==> config.mk <==
export PLATFORM = sky130hd
export DESIGN_NAME = ir_mem_unit_flat
export DESIGN_NICKNAME = d
export VERILOG_FILES = /design/src/rtl/ir_mem_unit_pkg.sv /design/src/rtl/ir_mem_unit_if.sv /design/src/rtl/ir_mem_unit_latch2ph.sv /design/src/rtl/ir_mem_unit.sv /design/src/flat_wrapper.sv
export SDC_FILE = /design/constraint.sdc
export NUM_CORES = 1
export LEC_CHECK = 0
export ABC_AREA = 0
export BUFFER_PORTS_ARGS = -buffer_cell sky130_fd_sc_hd__buf_2
export CELL_PAD_IN_SITES_DETAIL_PLACEMENT = 1
export CELL_PAD_IN_SITES_GLOBAL_PLACEMENT = 1
export CORE_MARGIN = 1.5
export CORE_UTILIZATION = 42
export CTS_BUF_LIST = sky130_fd_sc_hd__clkbuf_4 sky130_fd_sc_hd__clkbuf_8 sky130_fd_sc_hd__clkbuf_16
export CTS_CLUSTER_DIAMETER = 80
export DETAILED_ROUTE_END_ITERATION = 16
export HOLD_SLACK_MARGIN = 0.12
export PLACE_DENSITY = 0.83
export SLEW_MARGIN = 20
export SYNTH_ARGS = -nofsm -noshare
export SYNTH_HDL_FRONTEND = slang
export SYNTH_HIERARCHICAL = 1
export SYNTH_SLANG_ARGS = --single-unit
==> constraint.sdc <==
create_clock -name ph1 -period 1.8 [get_ports ph1]
set_input_delay 0.18 -clock ph1 [delete_from_list [all_inputs] [get_ports ph1]]
set_output_delay 0.18 -clock ph1 [all_outputs]
set_load 0.05 [all_outputs]
==> src/rtl/ir_mem_unit_pkg.sv <==
// Shared definitions for the instruction-register / memory access unit.
package ir_mem_unit_pkg;

    typedef enum logic [1:0] {
        IDLE = 2'b00,
        REQ  = 2'b01,
        DONE = 2'b10
    } mem_state_t;

    // Wait-state count at which an outstanding access is abandoned.
    localparam logic [3:0] TIMEOUT = 4'd15;

    typedef struct packed {
        mem_state_t  st;
        logic [3:0]  wait_cnt;
        logic [31:0] instr;
        logic [7:0]  mdr;
        logic        buserr;
        logic        we;
        logic [7:0]  wdata;
        logic [3:0]  lanes;
    } mem_regs_t;

endpackage

==> src/rtl/ir_mem_unit_if.sv <==
// Controller/memory-side signal bundle of ir_mem_unit; slave is the unit's own view.
interface ir_mem_unit_if;
    logic        memread;
    logic        memwrite;
    logic        irwrite0;
    logic        irwrite1;
    logic        irwrite2;
    logic        irwrite3;
    logic [7:0]  writedata;
    logic [7:0]  memdata;
    logic        mem_ready;
    logic        mem_req;
    logic        mem_we;
    logic [7:0]  mem_wdata;
    logic        stall;
    logic        op0;
    logic        op1;
    logic        op2;
    logic        op3;
    logic        op4;
    logic        op5;
    logic [31:0] instr;
    logic [7:0]  mdr;
    logic        buserr;

    modport master (
        output memread, memwrite, irwrite0, irwrite1, irwrite2, irwrite3,
               writedata, memdata, mem_ready,
        input  mem_req, mem_we, mem_wdata, stall,
               op0, op1, op2, op3, op4, op5, instr, mdr, buserr
    );

    modport slave (
        input  memread, memwrite, irwrite0, irwrite1, irwrite2, irwrite3,
               writedata, memdata, mem_ready,
        output mem_req, mem_we, mem_wdata, stall,
               op0, op1, op2, op3, op4, op5, instr, mdr, buserr
    );
endinterface

==> src/rtl/ir_mem_unit_latch2ph.sv <==
// Two-phase master/slave storage element: master follows d while ph2 is high,
// slave takes the master value when ph1 opens.
module latch2ph #(
    parameter int W = 1
) (
    input  logic         ph1,
    input  logic         ph2,
    input  logic [W-1:0] d,
    output logic [W-1:0] q
);
    logic [W-1:0] master;

    always_latch begin
        if (ph2) master <= d;
    end

    // The master is closed for the whole ph1 pulse, so updating the slave as
    // ph1 opens gives the same result as a transparent slave latch.
    always_ff @(posedge ph1) begin
        q <= master;
    end
endmodule

==> src/rtl/ir_mem_unit.sv <==
// Byte-wide memory access sequencer: assembles the instruction register and MDR,
// stalls the controller during an access and flags a sticky bus timeout.
module ir_mem_unit
    import ir_mem_unit_pkg::*;
(
    input  logic         ph1,
    input  logic         ph2,
    input  logic         reset,
    ir_mem_unit_if.slave bus
);
    mem_regs_t  r_q;
    mem_regs_t  r_d;
    mem_state_t state_d;
    logic       access_req;

    assign access_req = bus.memread | bus.memwrite;

    latch2ph #(.W($bits(mem_regs_t))) u_regs (
        .ph1 (ph1),
        .ph2 (ph2),
        .d   (r_d),
        .q   (r_q)
    );

    always_comb begin : next_state
        state_d = r_q.st;
        if (reset) begin
            state_d = IDLE;
        end else begin
            case (r_q.st)
                IDLE:    if (access_req) state_d = REQ;
                REQ:     if (bus.mem_ready || (r_q.wait_cnt == TIMEOUT)) state_d = DONE;
                DONE:    state_d = IDLE;
                default: state_d = IDLE;
            endcase
        end
    end

    always_comb begin : datapath
        r_d    = r_q;
        r_d.st = state_d;
        if (reset) begin
            r_d = '0;
        end else begin
            case (r_q.st)
                IDLE: begin
                    if (access_req) begin
                        r_d.we    = bus.memwrite;
                        r_d.wdata = bus.writedata;
                        r_d.lanes = {bus.irwrite3, bus.irwrite2, bus.irwrite1, bus.irwrite0};
                    end
                end
                REQ: begin
                    if (bus.mem_ready) begin
                        r_d.wait_cnt = 4'd0;
                        // A store (including read+write) never loads MDR or IR.
                        if (!r_q.we) begin
                            r_d.mdr = bus.memdata;
                            for (int i = 0; i < 4; i++) begin
                                if (r_q.lanes[i]) r_d.instr[8*i +: 8] = bus.memdata;
                            end
                        end
                    end else if (r_q.wait_cnt == TIMEOUT) begin
                        r_d.wait_cnt = 4'd0;
                        r_d.buserr   = 1'b1;
                    end else begin
                        r_d.wait_cnt = r_q.wait_cnt + 4'd1;
                    end
                end
                default: ;
            endcase
        end
    end

    always_comb begin : outputs
        bus.mem_req   = (r_q.st == REQ);
        bus.stall     = !reset && (((r_q.st == IDLE) && access_req) || (r_q.st == REQ));
        bus.mem_we    = r_q.we;
        bus.mem_wdata = r_q.wdata;
        bus.instr     = r_q.instr;
        bus.mdr       = r_q.mdr;
        bus.buserr    = r_q.buserr;
        bus.op0       = r_q.instr[26];
        bus.op1       = r_q.instr[27];
        bus.op2       = r_q.instr[28];
        bus.op3       = r_q.instr[29];
        bus.op4       = r_q.instr[30];
        bus.op5       = r_q.instr[31];
    end
endmodule

==> src/flat_wrapper.sv <==
// flat-port wrapper written by rule: the top's interface ports become plain ports
module ir_mem_unit_flat import ir_mem_unit_pkg::*;
  (ph1, ph2, reset, bus_memread, bus_memwrite, bus_irwrite0, bus_irwrite1, bus_irwrite2, bus_irwrite3, bus_writedata, bus_memdata, bus_mem_ready, bus_mem_req, bus_mem_we, bus_mem_wdata, bus_stall, bus_op0, bus_op1, bus_op2, bus_op3, bus_op4, bus_op5, bus_instr, bus_mdr, bus_buserr);
  ir_mem_unit_if bus_i ();
  input  logic ph1;
  input  logic ph2;
  input  logic reset;
  input wire logic [$bits(bus_i.memread)-1:0] bus_memread;
  input wire logic [$bits(bus_i.memwrite)-1:0] bus_memwrite;
  input wire logic [$bits(bus_i.irwrite0)-1:0] bus_irwrite0;
  input wire logic [$bits(bus_i.irwrite1)-1:0] bus_irwrite1;
  input wire logic [$bits(bus_i.irwrite2)-1:0] bus_irwrite2;
  input wire logic [$bits(bus_i.irwrite3)-1:0] bus_irwrite3;
  input wire logic [$bits(bus_i.writedata)-1:0] bus_writedata;
  input wire logic [$bits(bus_i.memdata)-1:0] bus_memdata;
  input wire logic [$bits(bus_i.mem_ready)-1:0] bus_mem_ready;
  output wire logic [$bits(bus_i.mem_req)-1:0] bus_mem_req;
  output wire logic [$bits(bus_i.mem_we)-1:0] bus_mem_we;
  output wire logic [$bits(bus_i.mem_wdata)-1:0] bus_mem_wdata;
  output wire logic [$bits(bus_i.stall)-1:0] bus_stall;
  output wire logic [$bits(bus_i.op0)-1:0] bus_op0;
  output wire logic [$bits(bus_i.op1)-1:0] bus_op1;
  output wire logic [$bits(bus_i.op2)-1:0] bus_op2;
  output wire logic [$bits(bus_i.op3)-1:0] bus_op3;
  output wire logic [$bits(bus_i.op4)-1:0] bus_op4;
  output wire logic [$bits(bus_i.op5)-1:0] bus_op5;
  output wire logic [$bits(bus_i.instr)-1:0] bus_instr;
  output wire logic [$bits(bus_i.mdr)-1:0] bus_mdr;
  output wire logic [$bits(bus_i.buserr)-1:0] bus_buserr;
  assign bus_i.memread = bus_memread;
  assign bus_i.memwrite = bus_memwrite;
  assign bus_i.irwrite0 = bus_irwrite0;
  assign bus_i.irwrite1 = bus_irwrite1;
  assign bus_i.irwrite2 = bus_irwrite2;
  assign bus_i.irwrite3 = bus_irwrite3;
  assign bus_i.writedata = bus_writedata;
  assign bus_i.memdata = bus_memdata;
  assign bus_i.mem_ready = bus_mem_ready;
  assign bus_mem_req = bus_i.mem_req;
  assign bus_mem_we = bus_i.mem_we;
  assign bus_mem_wdata = bus_i.mem_wdata;
  assign bus_stall = bus_i.stall;
  assign bus_op0 = bus_i.op0;
  assign bus_op1 = bus_i.op1;
  assign bus_op2 = bus_i.op2;
  assign bus_op3 = bus_i.op3;
  assign bus_op4 = bus_i.op4;
  assign bus_op5 = bus_i.op5;
  assign bus_instr = bus_i.instr;
  assign bus_mdr = bus_i.mdr;
  assign bus_buserr = bus_i.buserr;
  ir_mem_unit u_core (.ph1(ph1), .ph2(ph2), .reset(reset), .bus(bus_i));
endmodule
* Yosys cells after proc, flatten, opt, wreduce, memory -nomap -nowiden *
Index checks and enable logic that the tools add are counted.

storage, ports and cells
  flip-flop bits (word level) = 60
  latch bits = 60
  bits of input ports = 26
  output and inout port bits = 58
  logic and storage cells = 91

operators by class
  $add $sub $neg = 1
  equality and inequality tests = 2
  mux-type cells = 20
  bitwise logic cells = 1
  reductions and logical operators = 6

operators with widths
  cell                                           count
  2-to-1 mux 60 bit                              2
  2-to-1 mux 40 bit                              2
  2-to-1 mux 58 bit                              1
  2-to-1 mux 45 bit                              1
  2-to-1 mux 8 bit                               4
  2-to-1 mux 13 bit                              2
  2-to-1 mux 4 bit                               2
  2-to-1 mux 2 bit                               3
  adder 4 x 1 -> 4 bit, second input constant    1
  == test 4 bit, second input constant           1
  one-hot mux 2 bit (2 select lines)             1
  == test 2 x 1 -> 1 bit, second input constant  1
  logical AND 1 bit                              2
  logical NOT 2 bit                              1
  logical OR 1 bit                               2
  2-to-1 mux 1 bit                               2
  logical NOT 1 bit                              1
  bitwise OR 1 bit                               1

* Longest topological paths before layout *
  depth in word-level cells = 6
  gate-level depth with buffers = 4
  mapped depth without buffers = 4

* Cells and area by module *
The synthesis kept the hierarchy.

modules (own cells, without submodules)
  module       times used  cells each  area an instance (um^2)  sequential area each (um^2)
  latch2ph     1           120         2102.0                   1201.2
  ir_mem_unit  1           183         1153.6                   0.0

==> results.yml <==
job:
  max-cap-violations: 0
hold_path:
  hold_path_class: "in2out"
layout:
  fillCellCount: 872
  syn2layout_area_growth_pct: 19.87
  multi_input_area_sq_mm: 0.001023
  drive_gt1_share_pct: 27.79
  instances_no_fill: 484
  final-seq-area_sq_mm: 0.002102
  antenna_cells: 0
  nets: 408
timing:
  worst_pin_slew_ps: 928.0
  period_needed_ps: 1575
  hold_slack_ps: 715.4
  unclocked_regs: 60
  fmaxAchievable_mhz: 634.8
  rsz0062_at_grt: "false"
  setup_viol: 0
  finalCritPeriodShare_pct: 87.51
  untimed_endpoints: 120
  fin_setup_tns_ps: 0
  maxSlewViolCount: 0
  max-slew-margin-rel_pct: 38.13
  hold_violations: 0
logic_synthesis:
  synth_cell_types: 31
  synth_seq_cells: 120
  synth_edf_count: 0
  synthArstFlopShare_pct: 0
  ys_warn_count: 6
  netlist_area_sq_mm: 0.003256
  synth_common_cells: "60 x dfxtp_1, 60 x dlxtp_1, 45 x nand2_1"
  postSynthAreaPerCell_sq_um: 10.74
  synth_top_cell_area_share_pct: 36.89
  yosysTopAreaCell: "dfxtp_1"
  yosys-top-cells-area: "dfxtp_1 37%, dlxtp_1 28%, mux2i_1 12%"
  synth_ff_type: "dlxtp_1"
  synth_cells: 303
  synth_nets: 330
power:
  switching_share_pct: 24.24
  pwr-share-seq_pct: 48.3
  fin_total_pwr_mw: 2.963
  leakagePower_nw: 1.935
  power.share.clock_pct: 43.3
  pwr_density_cell_mw_per_mm2: 759.2
  power_frac_comb_pct: 8.5
  vdd_drop_max_uv: 365.4
  p_sw_mw: 0.7181
  internal_power_mw: 2.245
cts:
  clock_tree.buffer_depth: 2
  cts_tree: "built"
  cts_setup_buffers: 0
  cts.repair.resized: 0
  htree_num_levels: 3
  cts_buffers: 9
  cts-root-buf: "clkbuf_8"
  hold_buffers: 0
  clkSlewWorstSetupHoldPaths_ps: 70
floorplan:
  core-area_sq_mm: 0.007370
  die_height_microns: 91.04
  dieWidth_microns: 91.04
  dieArea_sq_mm: 0.008288
  io_pins: 84
  rows: 31
  start_util_pct: 44.18
placed_design:
  place_congestion: 0.7343
  placed_cells: 469
  hpwl_mm: 5.101
  io_buffers: 83
worst_setup_path:
  worstSetupPathType: "reg2out"
  end_kind: "output port"
  worstPathRequired_ps: 1620
  critPathArrivalTime_ps: 1400
  critPathLaunchType: "flip-flop"
  crit_fanout: 7
global_route:
  grt_max_degree: 61
  grt_pass1_vias: 2493
  antenna_found_initial: 0
  grt_use_total_pct: 18.63
  grt_pass1_wl_mm: 12.23
  grt_overflow: 0
routing:
  drc: 0
  via_per_inst: 4.835
  vias: 2340
  wl_per_cell_microns: 14.82
  drt-pass1-iter-count: 4
  finalWirelength_mm: 7.174
  ant_nets: 0
  drtIter0Drc: 73
status:
  status: "complete, no violations"
[logic make-up (layout without fill, tap and decap cells)]
kind of cell             after synthesis  count (layout)  share of synthesized area (%)
flip-flops                            60              60                          36.89
latches                               60              60                          27.67
multiplexers                          40              40                          12.30
buffers and inverters                 22             104                          3.997
AND/OR/NAND/NOR                       83              83                          12.38
adder cells (fa/ha/maj)                1               1                         0.3843
AO/OA/AOI/OAI                         37              37                          6.380
[power groups by stage]
stage	sequential, mW	combinational [mW]	clock, mW
final	1.43	0.251	1.28
after global routing	1.43	0.276	1.38
after CTS	1.43	0.255	1.32
after detailed placement	1.46	0.254	0
after global placement	1.46	0.250	0
after floorplan	1.51	0.111	0
[metal layers]
metal / wire length (microns) / global-route usage (%) / share of wire [%] / vias up
li1: - / - / - / 1159
met1: 3363 / 24.07 / 47 / 1120
met2: 3445 / 31.03 / 48 / 55
met3: 276 / 3.518 / 3.8 / 6
met4: 89 / 6.641 / 1.2 / 0
met5: 0 / 0 / 0 / -
[flip-flops by register name (all words and copies together) (netlist names)]
name and flops:
u_core/u_regs/master 60, u_core/u_regs/q 60
[path summary, 6_finish.rpt]
path | cells past startpoint | to | start
min | 3 | bus_stall | reset
max | 3 | bus_stall | u_core/u_regs/q[59]
[layout make-up]
cell class                      count  area share (%)
Sequential cell                   120           53.86
Timing Repair Buffer               86           11.22
Multi-Input combinational cell    161           26.23
Tap cell                           99           3.174
Inverter                            3          0.2886
Clock inverter                      6           2.052
Clock buffer                        9           3.174
[cells in the final DEF, fill, tap and decap left out, drive strengths merged]
cell type / count
nand4b: 1
buf: 86
nand3: 12
a31oi: 1
ha: 1
nand2b: 1
and4bb: 1
o41ai: 1
o211a: 1
o21ai: 13
clkinv: 4
clkbuf: 9
or2: 2
bufinv: 2
a41oi: 1
nand2: 48
a21oi: 17
nor2: 12
o311ai: 1
nor3: 2
mux2i: 40
a211oi: 2
dfxtp: 60
dlxtp: 60
inv: 3
nand3b: 2
and2: 1
nor3b: 1
[metrics by stage]
| stage | utilization (%) | area (sq um) | setup slack [ps] |
|---|---|---|---|
| floorplan | - | 3256 | 195.4 |
| global placement | 50.19 | 3699 | 535.1 |
| detailed placement | 50.19 | 3699 | 513.5 |
| CTS | 52.95 | 3902 | 204.9 |
| global route | 52.95 | 3902 | 120.6 |
| finish | 52.95 | 3902 | 224.7 |
[critical path, stage by stage, from the launching register on]
cell	delay (ps)
dfxtp_1	350
nand2b_1	260
a21oi_1	180
buf_2	280
No activity file was read; power rests on OpenSTA's default activity.
